--- src/rtl/imem_loader_if.sv ---
// imem_loader_if: instruction word stream handshake plus instruction-memory write bus
// slave  (loader): takes in_valid/in_data, drives in_ready and imem_we/imem_addr/imem_wdata
// master (source): drives in_valid/in_data, observes everything else
interface imem_loader_if #(parameter int ADDR_W = 8);
  logic              in_valid;
  logic              in_ready;
  logic [31:0]       in_data;
  logic              imem_we;
  logic [ADDR_W-1:0] imem_addr;
  logic [31:0]       imem_wdata;
  modport slave(input in_valid, in_data, output in_ready, imem_we, imem_addr, imem_wdata);
  modport master(output in_valid, in_data, input in_ready, imem_we, imem_addr, imem_wdata);
endinterface

--- src/rtl/imem_loader.sv ---
// imem_loader: boot loader streaming words into imem from address 0, holding the cpu in reset until loaded
// ports: clk, rst (sync, active high); start/len request a load; bus carries the word handshake and imem writes;
// cpu_rst holds the processor, busy = LOAD|HOLD, done = RUN, err pulses on a rejected start, checksum sums accepted words
module imem_loader #(
  parameter int ADDR_W   = 8,
  parameter int HOLD_CYC = 2
) (
  input  logic              clk,
  input  logic              rst,
  input  logic              start,
  input  logic [ADDR_W:0]   len,
  imem_loader_if.slave      bus,
  output logic              cpu_rst,
  output logic              busy,
  output logic              done,
  output logic              err,
  output logic [31:0]       checksum
);
  localparam int HW = $clog2(HOLD_CYC + 1);
  localparam logic [ADDR_W:0] DEPTH = {1'b1, {ADDR_W{1'b0}}};
  typedef enum logic [1:0] {IDLE, LOAD, HOLD, RUN} state_t;
  state_t            state_q, state_d;
  logic [ADDR_W:0]   cnt_q, cnt_d, len_q, len_d;
  logic [HW-1:0]     hcnt_q, hcnt_d;
  logic [31:0]       sum_q, sum_d, wdata_q, wdata_d;
  logic [ADDR_W-1:0] addr_q, addr_d;
  logic              we_q, we_d, err_q, err_d;
  logic              ready_q, ready_d, cpu_rst_q, cpu_rst_d, busy_q, busy_d, done_q, done_d;
  logic              len_ok, hs, sampling;
  assign len_ok   = len != '0 && len <= DEPTH;
  assign hs       = bus.in_valid && ready_q;
  assign sampling = start && (state_q == IDLE || state_q == RUN);
  always_comb begin
    state_d = state_q;
    len_d   = len_q;
    hcnt_d  = hcnt_q;
    err_d   = sampling && !len_ok;
    we_d    = hs;
    addr_d  = hs ? cnt_q[ADDR_W-1:0] : addr_q;
    wdata_d = hs ? bus.in_data : wdata_q;
    cnt_d   = hs ? cnt_q + 1'b1 : cnt_q;
    sum_d   = hs ? sum_q + bus.in_data : sum_q;
    if (sampling && len_ok) begin
      state_d = LOAD;
      len_d   = len;
      cnt_d   = '0;
      sum_d   = '0;
    end
    if (hs && cnt_d == len_q) begin
      state_d = HOLD;
      hcnt_d  = '0;
    end
    if (state_q == HOLD) begin
      state_d = hcnt_q == HW'(HOLD_CYC - 1) ? RUN : HOLD;
      hcnt_d  = hcnt_q + 1'b1;
    end
    ready_d   = state_d == LOAD;
    cpu_rst_d = state_d != RUN;
    busy_d    = state_d == LOAD || state_d == HOLD;
    done_d    = state_d == RUN;
  end
  always_ff @(posedge clk) begin
    if (rst) begin
      state_q   <= IDLE;
      cnt_q     <= '0;
      len_q     <= '0;
      hcnt_q    <= '0;
      sum_q     <= '0;
      wdata_q   <= '0;
      addr_q    <= '0;
      we_q      <= 1'b0;
      err_q     <= 1'b0;
      ready_q   <= 1'b0;
      cpu_rst_q <= 1'b1;
      busy_q    <= 1'b0;
      done_q    <= 1'b0;
    end else begin
      state_q   <= state_d;
      cnt_q     <= cnt_d;
      len_q     <= len_d;
      hcnt_q    <= hcnt_d;
      sum_q     <= sum_d;
      wdata_q   <= wdata_d;
      addr_q    <= addr_d;
      we_q      <= we_d;
      err_q     <= err_d;
      ready_q   <= ready_d;
      cpu_rst_q <= cpu_rst_d;
      busy_q    <= busy_d;
      done_q    <= done_d;
    end
  end
  assign bus.in_ready   = ready_q;
  assign bus.imem_we    = we_q;
  assign bus.imem_addr  = addr_q;
  assign bus.imem_wdata = wdata_q;
  assign cpu_rst        = cpu_rst_q;
  assign busy           = busy_q;
  assign done           = done_q;
  assign err            = err_q;
  assign checksum       = sum_q;
endmodule
--- src/flat_wrapper.sv ---
// flat-port wrapper written by rule: the top's interface ports become plain ports
module imem_loader_flat 
#(
  parameter int ADDR_W   = 8,
  parameter int HOLD_CYC = 2
)
  (clk, rst, start, len, cpu_rst, busy, done, err, checksum, bus_in_valid, bus_in_data, bus_in_ready, bus_imem_we, bus_imem_addr, bus_imem_wdata);
  imem_loader_if #(.ADDR_W(ADDR_W)) bus_i ();
  input  logic clk;
  input  logic rst;
  input  logic start;
  input  logic [ADDR_W:0] len;
  output logic cpu_rst;
  output logic busy;
  output logic done;
  output logic err;
  output logic [31:0] checksum;
  input wire logic [$bits(bus_i.in_valid)-1:0] bus_in_valid;
  input wire logic [$bits(bus_i.in_data)-1:0] bus_in_data;
  output wire logic [$bits(bus_i.in_ready)-1:0] bus_in_ready;
  output wire logic [$bits(bus_i.imem_we)-1:0] bus_imem_we;
  output wire logic [$bits(bus_i.imem_addr)-1:0] bus_imem_addr;
  output wire logic [$bits(bus_i.imem_wdata)-1:0] bus_imem_wdata;
  assign bus_i.in_valid = bus_in_valid;
  assign bus_i.in_data = bus_in_data;
  assign bus_in_ready = bus_i.in_ready;
  assign bus_imem_we = bus_i.imem_we;
  assign bus_imem_addr = bus_i.imem_addr;
  assign bus_imem_wdata = bus_i.imem_wdata;
  imem_loader #(.ADDR_W(ADDR_W), .HOLD_CYC(HOLD_CYC)) u_core (.clk(clk), .rst(rst), .start(start), .len(len), .bus(bus_i), .cpu_rst(cpu_rst), .busy(busy), .done(done), .err(err), .checksum(checksum));
endmodule
--- config.mk ---
export PLATFORM = sky130hd
export DESIGN_NAME = imem_loader_flat
export DESIGN_NICKNAME = d
export VERILOG_FILES = /design/src/rtl/imem_loader_if.sv /design/src/rtl/imem_loader.sv /design/src/flat_wrapper.sv
export SDC_FILE = /design/constraint.sdc
export NUM_CORES = 1
export LEC_CHECK = 0
export BUFFER_PORTS_ARGS = -buffer_cell sky130_fd_sc_hd__buf_4
export CORE_MARGIN = 2
export CORE_UTILIZATION = 40
export DETAILED_ROUTE_END_ITERATION = 10
export PLACE_DENSITY = 0.73
export SLEW_MARGIN = 20
export SYNTH_ARGS = -nofsm -noshare
export SYNTH_HDL_FRONTEND = slang
export SYNTH_SLANG_ARGS = --single-unit
--- constraint.sdc ---
create_clock -name clk -period 3.65 [get_ports clk]
set_input_delay 0.1825 -clock clk [delete_from_list [all_inputs] [get_ports clk]]
set_output_delay 0.1825 -clock clk [all_outputs]
set_load 0.005 [all_outputs]
---- Word level (Yosys, flattened, before mapping) ----
Index checks and enable logic that the tools add are counted.
storage, ports and cells
  output and inout port bits .............. 78
  latch bits .............................. 0
  memories kept ........................... 0
  RAM bits ................................ 0
  logic and storage cells ................. 46
  memory bits (read-only) ................. 0
  bits in registers ....................... 100
operators by class
  magnitude comparators ................... 1
  eq/ne operators ......................... 8
  add/sub/neg operators ................... 3
  shift-type cells ........................ 0
  bitwise logic cells ..................... 0
  div/mod/pow operators ................... 0
  muxes and demuxes ....................... 8
  multiply operators ...................... 0
  reduce and logical (&&, ||, !) cells .... 13
operators with widths
  cell                   number
  $add A32 B32 Y32       1
  $mux W9                2
  $mux W2                5
  $add A9 B1 Y9 const B  1
  $eq A9 B9 Y1           1
  $le A9 B9 Y1 const B   1
  $reduce_bool A9 Y1     1
  $eq A2 B2 Y1 const B   4
  $logic_and A1 B1 Y1    6
  $eq A2 B1 Y1 const B   2
  $add A2 B1 Y2 const B  1
  $logic_not A2 Y1       1
  $logic_or A1 B1 Y1     2
  $ne A2 B2 Y1 const B   1
  $reduce_bool A2 Y1     1
  $reduce_or A2 Y1       1
  $logic_not A1 Y1       1
  $mux W1                1

---- Longest topological paths before layout ----
  depth after elaboration ................. 11
  depth in mapped cells ................... 12
  gate-level depth less buffers ........... 12

---- Least setup slack after synthesis ----
OpenSTA, ideal clock, no wires.
  kind .................................... register -> register
  start ................................... register u_core.cnt_q[0]
  end ..................................... register u_core.busy_q (netlist: u_core.busy)
  stages on the path, launching flop included .. 12
  path slack .............................. 994 ps
  data arrival time ....................... 2529 ps
  path buffers ............................ 0
  cells stage by stage .................... dfxtp_1 -> ha_1 -> nand3_1 -> nor4_1 -> xnor2_1 -> nor2_1 -> o32a_1 -> a2111oi_4 -> nor2_2 -> nand2_1 -> ha_1 -> nor2b_1
between the ends
  word-level cells in the longest chain between the ends .. 9
  elaborated cells between the ends (all ways) .. 10
  classes of those cells .................. add/sub (1); eq/ne (3); mux (4); reduce/logical (2)
RTL lines
  item                                          RTL line           source
  start: declaration                            imem_loader.sv:23  logic [ADDR_W:0] cnt_q, cnt_d, len_q, len_d;
  start signal: assignment                      imem_loader.sv:79  cnt_q <= cnt_d;
  $add A9 B1 Y9                                 imem_loader.sv:41  cnt_d = hs ? cnt_q + 1'b1 : cnt_q;
  $mux W9 (*)                                   imem_loader.sv:41
  $mux W9 (*)                                   imem_loader.sv:43  if (sampling && len_ok) begin
  $eq A9 B9 Y1 (*)                              imem_loader.sv:49  if (hs && cnt_d == len_q) begin
  $logic_and A1 B1 Y1 (*)                       imem_loader.sv:49
  $mux W2 (*)                                   imem_loader.sv:49
  $mux W2 (*)                                   imem_loader.sv:53  if (state_q == HOLD) begin
  $eq A2 B1 Y1 or $eq A2 B2 Y1 (tied branches)  imem_loader.sv:59  busy_d = state_d == LOAD || state_d == HOLD;
  $logic_or A1 B1 Y1 (*)                        imem_loader.sv:59
  net u_core.busy_d                             imem_loader.sv:28  logic ready_q, ready_d, cpu_rst_q, cpu_rst_d, busy_q, busy_d, done_q, done_d;
  end signal: assignment                        imem_loader.sv:89  busy_q <= busy_d;
  end: declaration                              imem_loader.sv:28
Mark *: on every way through the listed nets, which the timed path passes. The rest lies on a longest branch.
A chain may end at the register's enable or synchronous reset.

---- Worst setup path after layout ----
Same ends and word-level chain as after synthesis.

==> flow_metrics.py <==
metrics = {
    "global_routing": {
        "grt_pass1_vias": 4629,
        "grt_max_degree": 77,
        "use_met2_pct": 31.1,
        "use_met1_pct": 24.4,
        "antenna_found_initial": 0,
        "grt.overflow.total": 0,
        "grt_pass1_wl_mm": 21.8,
        "met3_usage_pct": 3.26,
        "top_usage_layer": "met2",
        "grtUsageTotal_pct": 18.7,
    },
    "cts": {
        "clk_pin_slew_ps": 70,
        "clockBufferDepth": 2,
        "holdBufCountCts": 0,
        "htreeDepth": 3,
        "cts_setup_buffers": 0,
        "cts_buffers": 9,
        "post_cts_resized": 0,
        "cts_sinks": 100,
        "clock_latency_ps": 350,
        "cts_root_buffer": "clkbuf_16",
        "tritoncts": "yes",
    },
    "sta": {
        "rsz0062_at_grt": "no",
        "post-route-period-util_pct": 81.0,
        "fmax_ghz": 0.338,
        "post-route-min-period_ps": 2960,
        "worst_slew_pin_slew_ps": 860,
        "tns_ps": 0,
        "slew_headroom_pct": 42.5,
        "worst_slack_ps": 693,
        "final.setup_skew_ps": 9.19,
        "final_max_slew_viol_count": 0,
        "setup_viol": 0,
        "hold_violations": 0,
    },
    "layout": {
        "multi_input_area_sq_um": 3120,
        "ff_latch_area_sq_um": 2000,
        "final_common_cell": "nand2_1",
        "fill_cells": 1275,
        "most-common-layout-cells": "nand2_1, buf_4, dfxtp_1",
        "num_antenna_cells": 0,
        "area_growth_pct": 25.4,
        "nets": 849,
        "layout-drive-gt1-share_pct": 20.6,
    },
    "synth": {
        "synth_edf_count": 0,
        "synth_top_flop_cell": "dfxtp_1",
        "synth.distinct_cells": 61,
        "synthArstFlopShare_pct": 0,
        "synth_cells": 659,
        "syn_avg_cell_area_sq_um": 8.04,
        "synth_fp_nets": 742,
        "ys_seq_area_share_pct": 37.8,
        "synth-seq-cells": 100,
        "syn_area_sq_um": 5300,
        "ys_warn_count": 0,
    },
    "detailed_routing": {
        "num_vias": 4829,
        "remaining_drc_errors": 0,
        "finalWirelength_mm": 12.8,
        "viasPerCell": 5.10,
        "wl_per_cell_um": 13.5,
        "first_iter_violations": 265,
        "dr.pass1.iters": 5,
        "drtAntennaViolNets": 0,
    },
    "setup_path": {
        "cp-end-kind": "flop",
        "cp.required_ps": 3870,
        "crit_arrival_ps": 3180,
        "crit_family": "simple AND/OR/NAND/NOR gates",
        "path_cells": "ha_1, nand3_1, nor3_1, xnor2_1, o22ai_1, or4_4, a2111oi_4, o31ai_2, ha_1, nor2b_1",
        "critPathMaxFanout": 7,
        "crit_top_cell": "ha_1",
        "cp_num_buf_inv": 0,
        "path_class": "reg2reg",
        "max_stage_delay_ps": 480,
        "startpoint_type": "flop",
        "cpMaxStageDelayCell": "dfxtp_1",
    },
    "die": {
        "fp.dieArea_sq_um": 14200,
        "ioPinCount": 123,
        "fp.dieW_um": 119,
        "core_sq_um": 13100,
        "die_h_um": 119,
        "start_util_pct": 40.5,
        "rows": 42,
    },
    "placement": {
        "gp_congestion": 0.907,
        "portBuffers": 122,
        "dpl_worst_slack_ps": 749,
        "detailed_place_hpwl_mm": 9.40,
    },
    "min_path": {
        "hold_class": "in2reg",
    },
    "power_and_ir_drop": {
        "vdd_ir_drop_max_mv": 0.196,
        "power_density_nw_per_um2": 379,
        "power_leakage_nw": 2.81,
    },
    "flow_run": {
        "cap_violations": 0,
    },
    "status": {
        "outcome": "finished clean",
    },
}
## metrics by stage
stage          utilization, %  hold WS (ps)  area (sq um)  std cells  total power, mW
5_1_grt                  50.8          82.9          6640        947             2.65
6_report                 50.8          79.9          6640        947             2.52
3_3_place_gp             48.5           434          6350        931             1.59
4_1_cts                  50.8          68.0          6640        947             2.55
3_5_place_dp             48.5           442          6350        931             1.59
2_1_floorplan               -           318          5300        659             1.44
## cell usage after synthesis (all sizes together), types with 3 or more instances
cell,n,area (sq um)
o21ai,26,130
dfxtp,100,2000
and4,3,26.3
nor2b,8,50.1
ha,37,463
nand4,11,68.8
a21o,12,90.1
a211o,3,26.3
nand2b,8,50.1
nand3,16,85.1
xnor2,18,158
nor3,8,45.0
a211oi,5,37.5
o21bai,3,22.5
nand2,149,559
o21a,6,45.0
xor2,16,148
nor2,41,156
mux2i,10,100
and2,4,27.5
or4,3,30.0
clkbuf,29,109
nor4,4,37.5
a21oi,87,435
inv,14,52.6
o31ai,4,40.0
a31oi,5,31.3
## flip-flops by register name, indices dropped and copies added, names as in the netlist
name,cells
u_core.len_q,9
u_core.hcnt_q,2
u_core.bus.imem_we,1
u_core.err,1
u_core.cpu_rst,1
u_core.bus.imem_wdata,32
u_core.cnt_q,9
u_core.checksum,32
u_core.bus.in_ready,1
u_core.bus.imem_addr,8
u_core.done,1
u_core.busy,1
u_core.state_q,2
## power breakdown
part,switching [mW],internal [mW]
clock network,0.421,0.532
registers,0.0291,1.13
logic,0.222,0.181
total,0.672,1.85
## final timing paths
| kind | cells after the start | endpoint | from | slack [ps] |
|---|---|---|---|---|
| worst max-delay path | 10 | u_core.busy | u_core.cnt_q[0] | 690 |
| worst min-delay path | 3 | u_core.len_q[4] | len[4] | 80 |
| worst max register to register | 10 | u_core.busy | u_core.cnt_q[0] | 690 |
| worst min register to register | 2 | u_core.bus.imem_wdata[11] | u_core.bus.imem_wdata[11] | 460 |
## kinds of logic (layout without fill, tap and decap cells)
logic type | Yosys count | count (layout) | synth area share (%)
and+or+nand+nor | 261 | 261 | 22.2
AOI/OAI and AO/OA | 171 | 171 | 19.9
DFF | 100 | 100 | 37.8
buffers and inverters | 45 | 157 | 3.33
adders and majority gates | 38 | 38 | 9.12
xor gates and xnor gates | 34 | 34 | 5.76
muxes | 10 | 10 | 1.89
## layout make-up
cell class                      instances  share of cell area [%]
Sequential cell                       100                    30.1
Inverter                               14                   0.791
Clock inverter                          6                   0.961
Tap cell                              176                    3.32
Clock buffer                           10                    3.45
Multi-Input combinational cell        514                    47.0
Timing Repair Buffer                  127                    14.4
## metal layers
metal	up-vias	part of all wire [%]
li1	2508	-
met1	2189	47
met2	120	46
met3	12	4.8
met4	0	1.4
met5	-	0
## tightest hold or removal path, cell delays in order
cell	delay, ps
buf_4	90
mux2i_1	60
nor2_1	70
No activity file was read; power rests on OpenSTA's default activity.
